$ cat src/rtl/seg7_scan_if.sv
// seg7_scan_if: control and display signals between a host and seg7_scan_ctrl
interface seg7_scan_if #(parameter int N_DIGITS = 4);
  logic en;
  logic load;
  logic lz_en;
  logic [4*N_DIGITS-1:0] din;
  logic [3:0] bcd;
  logic [N_DIGITS-1:0] digit_n;
  logic upd_pend;
  modport master(output en, load, lz_en, din, input bcd, digit_n, upd_pend);
  modport slave(input en, load, lz_en, din, output bcd, digit_n, upd_pend);
endinterface

$ cat src/rtl/seg7_scan_ctrl.sv
// seg7_scan_ctrl: blanked time-multiplexed 7-seg scanner with frame-synchronous double buffering
module seg7_scan_ctrl #(
  parameter int N_DIGITS = 4,
  parameter int DIV_CYCLES = 50000,
  parameter int BLANK_CYCLES = 16
) (
  input logic clk,
  input logic rst,
  seg7_scan_if.slave bus
);
  localparam int CW = $clog2(DIV_CYCLES);
  localparam int IW = N_DIGITS > 1 ? $clog2(N_DIGITS) : 1;
  localparam int W = 4 * N_DIGITS;
  typedef enum logic [1:0] {IDLE, BLANK, SHOW} state_t;
  state_t state, state_nx;
  logic [CW-1:0] cnt, cnt_nx;
  logic [IW-1:0] idx, idx_nx;
  logic [W-1:0] shadow, active, active_nx;
  logic frame, pend_nx, zeros, sup;
  logic [3:0] nib;
  logic [N_DIGITS-1:0] dn_nx;
  // Outputs are computed from next-cycle state so the registered values line up with it
  always_comb begin
    state_nx = state;
    cnt_nx = cnt;
    idx_nx = idx;
    if (!bus.en) begin
      state_nx = IDLE;
      cnt_nx = '0;
      idx_nx = '0;
    end else if (state == IDLE) begin
      state_nx = BLANK;
    end else if (state == BLANK) begin
      cnt_nx = cnt + 1'b1;
      state_nx = cnt == CW'(BLANK_CYCLES - 1) ? SHOW : BLANK;
    end else if (cnt == CW'(DIV_CYCLES - 1)) begin
      state_nx = BLANK;
      cnt_nx = '0;
      idx_nx = idx == IW'(N_DIGITS - 1) ? '0 : idx + 1'b1;
    end else begin
      cnt_nx = cnt + 1'b1;
    end
    frame = state_nx == BLANK && state != BLANK && idx_nx == '0;
    active_nx = frame ? (bus.load ? bus.din : bus.upd_pend ? shadow : active) : active;
    pend_nx = frame ? 1'b0 : bus.load | bus.upd_pend;
    nib = active_nx[4*int'(idx_nx) +: 4];
    zeros = 1'b1;
    for (int i = 0; i < N_DIGITS; i++)
      if (i >= int'(idx_nx) && active_nx[4*i +: 4] != 4'd0) zeros = 1'b0;
    sup = nib > 4'd9 || (bus.lz_en && idx_nx != '0 && zeros);
    dn_nx = '1;
    if (state_nx == SHOW && !sup) dn_nx[idx_nx] = 1'b0;
  end
  always_ff @(posedge clk or posedge rst) begin
    if (rst) begin
      state <= IDLE;
      cnt <= '0;
      idx <= '0;
      shadow <= '0;
      active <= '0;
      bus.bcd <= '0;
      bus.digit_n <= '1;
      bus.upd_pend <= 1'b0;
    end else begin
      state <= state_nx;
      cnt <= cnt_nx;
      idx <= idx_nx;
      active <= active_nx;
      shadow <= bus.load ? bus.din : shadow;
      bus.bcd <= state_nx == IDLE ? 4'd0 : nib;
      bus.digit_n <= dn_nx;
      bus.upd_pend <= pend_nx;
    end
  end
endmodule

$ cat src/flat_wrapper.sv
// flat-port wrapper written by rule: the top's interface ports become plain ports
module seg7_scan_ctrl_flat 
#(
  parameter int N_DIGITS = 4,
  parameter int DIV_CYCLES = 50000,
  parameter int BLANK_CYCLES = 16
)
  (clk, rst, bus_en, bus_load, bus_lz_en, bus_din, bus_bcd, bus_digit_n, bus_upd_pend);
  seg7_scan_if #(.N_DIGITS(N_DIGITS)) bus_i ();
  input logic clk;
  input logic rst;
  input wire logic [$bits(bus_i.en)-1:0] bus_en;
  input wire logic [$bits(bus_i.load)-1:0] bus_load;
  input wire logic [$bits(bus_i.lz_en)-1:0] bus_lz_en;
  input wire logic [$bits(bus_i.din)-1:0] bus_din;
  output wire logic [$bits(bus_i.bcd)-1:0] bus_bcd;
  output wire logic [$bits(bus_i.digit_n)-1:0] bus_digit_n;
  output wire logic [$bits(bus_i.upd_pend)-1:0] bus_upd_pend;
  assign bus_i.en = bus_en;
  assign bus_i.load = bus_load;
  assign bus_i.lz_en = bus_lz_en;
  assign bus_i.din = bus_din;
  assign bus_bcd = bus_i.bcd;
  assign bus_digit_n = bus_i.digit_n;
  assign bus_upd_pend = bus_i.upd_pend;
  seg7_scan_ctrl #(.N_DIGITS(N_DIGITS), .DIV_CYCLES(DIV_CYCLES), .BLANK_CYCLES(BLANK_CYCLES)) u_core (.clk(clk), .rst(rst), .bus(bus_i));
endmodule
$ cat config.mk
export PLATFORM = sky130hd
export DESIGN_NAME = seg7_scan_ctrl_flat
export DESIGN_NICKNAME = d
export VERILOG_FILES = /design/src/rtl/seg7_scan_if.sv /design/src/rtl/seg7_scan_ctrl.sv /design/src/flat_wrapper.sv
export SDC_FILE = /design/constraint.sdc
export NUM_CORES = 1
export LEC_CHECK = 0
export ABC_AREA = 1
export CAP_MARGIN = 20
export CORE_UTILIZATION = 40
export CTS_BUF_LIST = sky130_fd_sc_hd__clkbuf_8
export DETAILED_ROUTE_END_ITERATION = 8
export HOLD_SLACK_MARGIN = 0.12
export MAX_ROUTING_LAYER = met4
export PLACE_DENSITY_LB_ADDON = 0.3
export SYNTH_ARGS = -nofsm -noshare
export SYNTH_HDL_FRONTEND = slang
export SYNTH_SLANG_ARGS = --single-unit
$ cat constraint.sdc
create_clock -name clk -period 6.85 [get_ports clk]
set_clock_uncertainty 0.2 [all_clocks]
set_input_delay 0.685 -clock clk [delete_from_list [all_inputs] [get_ports clk]]
set_output_delay 0.685 -clock clk [all_outputs]
set_load 0.05 [all_outputs]
==> metrics <==
Clock Power Share 0.356; Avg WL per Cell 13.1 um; sequential power share 0.476; Top Ports 30; non-filler cells, final 550; largest net degree at the start of global routing 62; latest clock arrival within the worst-skew pair 0.34 ns; # diodes 0; Int Power 0.627 mW; combinational share of power 0.169; H-Tree Depth 3; Net Sw Power 0.256 mW; flop and latch count out of synthesis 61; net count reported at finish 467; vias in the first global route 2751; Synth warnings 0; clock buffer depth 2; first-pass GRT wire length 12800 um; HP Class reg2reg; CTS resizes 0; synth top area cells dfrtp_1 (44%), nand2_1 (12%), inv_1 (5.1%); Std-Cell Rows 32; aggregate global-route resource usage 0.201; Synth top cells by count nand2_1 (102), dfrtp_1 (57), inv_1 (44), nor2_1 (44); Synth Instances 414; crit path max fanout 32; DRC 0; number of fill cells 784; post-synth net total 437; hold_buf cts 0; area growth from synthesis to layout 17.3%; slew margin rel. 0.430; Synth area leader dfrtp_1; RSZ-0062 raised after global routing no; Leak Pwr 1.79 nW; Pwr Density 232 mW/mm^2; count leader, synth nand2_1; final WL 7220 um; final setup violation count 0; setup_tns 0 ns; final hold viol count 0; Port Buffers 29; initial antenna violation count 0; sequential area share after synthesis 0.473; multi-input logic area 0.00145 mm^2; top cell type's share of synthesized area 0.440; Final WS setup 3.77 ns; drt first pass iters 4; Die ar. 0.00846 mm^2; status completed; post-placement cell count 535; Fmax achieved 324 MHz; Worst-path clk slew 0.06 ns; TritonCTS sink count 61; Post-synth EDFFs 0; ANT nets after route 0; chip width 92.0 um; clock tree root buffer cell clkbuf_8; vias per cell 5.04; CP Class reg2out; Worst-Margin Slew 0.855 ns; Final GP Congestion 0.855; dominant synthesized flop cell dfrtp_1; CP max stage delay 0.95 ns; dpl hpwl 5110 um; crit path DAT 2.20 ns; CP top delay family buffers and inverters; minimum clock period 3.08 ns; minimum hold slack 0.269 ns; Buffers & Inverters on Critical Path 1; Startpoint Class register; Sw Ratio 0.290; Die H 92.0 um; Sequential cell area 0.00153 mm^2; CTS buffer count 9; CTS tree built; Core Footprint 0.00777 mm^2; Mean Syn Cell Area 7.82 um^2; worst-path cell chain clkdlybuf4s50_1; share of layout cells above drive strength 1 0.105; CP Data Required Time 5.96 ns; vias 2774; critical path capture point type output pin; Setup WS pre-CTS 3.63 ns; DRT iter0 DRCs 169; synthesized cell area 0.00324 mm^2; max-cap violation count 0; Synth cell types 37; Slew Viols, Final 0; fin crit share 0.450; Post-CTS Setup Bufs 0; total gr overflow 0; starting density of the core 0.417; CP max-delay cell clkdlybuf4s50_1; worst vdd ir 0.0995 mV; Post-synth ARST share 1.00
==> placed cells by master, fill, tap and decap left out, types with 2 or more instances in the layout <==
cell type,n
nand3b_1,2
dfrtp_1,57
nand2_2,5
nor2_1,44
a21oi_1,20
nand3_2,4
clkbuf_8,14
o21a_1,3
nand4_1,6
nand3_4,2
o21ai_2,4
o21ai_0,31
nor2_4,3
a31oi_1,2
a21boi_0,2
ha_1,2
a221oi_1,2
nand3_1,31
and2_1,2
inv_1,44
nand2_1,102
o21ai_1,3
dfstp_2,4
clkdlybuf4s50_1,29
nor3_1,9
buf_4,2
xor2_1,2
inv_2,7
==> power groups by stage <==
stage	Clock, mW	Sequential (mW)	Combinational [mW]
2_1_floorplan	0	0.429	0.0979
3_3_place_gp	0	0.426	0.146
3_5_place_dp	0	0.426	0.149
4_1_cts	0.319	0.420	0.150
5_1_grt	0.336	0.425	0.169
6_report	0.314	0.420	0.149
==> kinds of logic (layout without fill, tap and decap cells) <==
family / count (synthesis) / in the layout / share of synthesized area
fa+ha+maj: 2 / 2 / 0.00772
compound gates: 70 / 70 / 0.123
simple gates: 215 / 215 / 0.309
buf+inv: 63 / 97 / 0.0800
xor+xnor: 3 / 3 / 0.00811
flops: 61 / 61 / 0.473
==> routing by layer <==
layer	up-vias	share of wire	GRT usage
li1	1407	-	-
met1	1292	0.50	0.276
met2	63	0.43	0.293
met3	12	0.050	0.0348
met4	0	0.019	0.0833
met5	-	0	-
==> stage by stage <==
stage / utilization / total power, mW / area (um^2)
3_3_place_gp: 0.464 / 0.573 / 3600
5_1_grt: 0.489 / 0.930 / 3800
6_report: 0.489 / 0.883 / 3800
3_5_place_dp: 0.464 / 0.575 / 3600
4_1_cts: 0.489 / 0.890 / 3800
2_1_floorplan: - / 0.527 / 3240
==> final timing paths <==
| path | start | endpoint | slack (ns) | cells after the start |
|---|---|---|---|---|
| worst max register to register | u_core.cnt[0]$_DFFE_PP0P_ | u_core.bus.digit_n[2]$_DFF_PP1_ | 4.10 | 14 |
| worst min register to register | u_core.shadow[15]$_DFFE_PP0P_ | u_core.shadow[15]$_DFFE_PP0P_ | 0.27 | 2 |
| max in group asynchronous | rst | u_core.idx[0]$_DFF_PP0_ | 5.25 | 3 |
| worst max-delay path | u_core.bus.upd_pend$_DFF_PP0_ | bus_upd_pend | 3.77 | 1 |
| min in group asynchronous | rst | u_core.shadow[8]$_DFFE_PP0P_ | 0.69 | 3 |
| worst min-delay path | u_core.shadow[15]$_DFFE_PP0P_ | u_core.shadow[15]$_DFFE_PP0P_ | 0.27 | 2 |
==> layout make-up <==
| class | instances | area share |
|---|---|---|
| Timing Repair Buffer | 31 | 0.0803 |
| Clock inverter | 1 | 0.000987 |
| Inverter | 51 | 0.0504 |
| Multi-Input combinational cell | 290 | 0.381 |
| Sequential cell | 61 | 0.403 |
| Tap cell | 102 | 0.0336 |
| Clock buffer | 14 | 0.0507 |
==> state kept, by name, summed over array words and instances (netlist names) <==
register,flops
u_core.bus.digit_n,4
u_core.idx,2
u_core.active,16
u_core.shadow,16
u_core.bus.upd_pend,1
u_core.bus.bcd,4
u_core.state,2
u_core.cnt,16
Note: power is estimated with default switching activity, not from simulation.
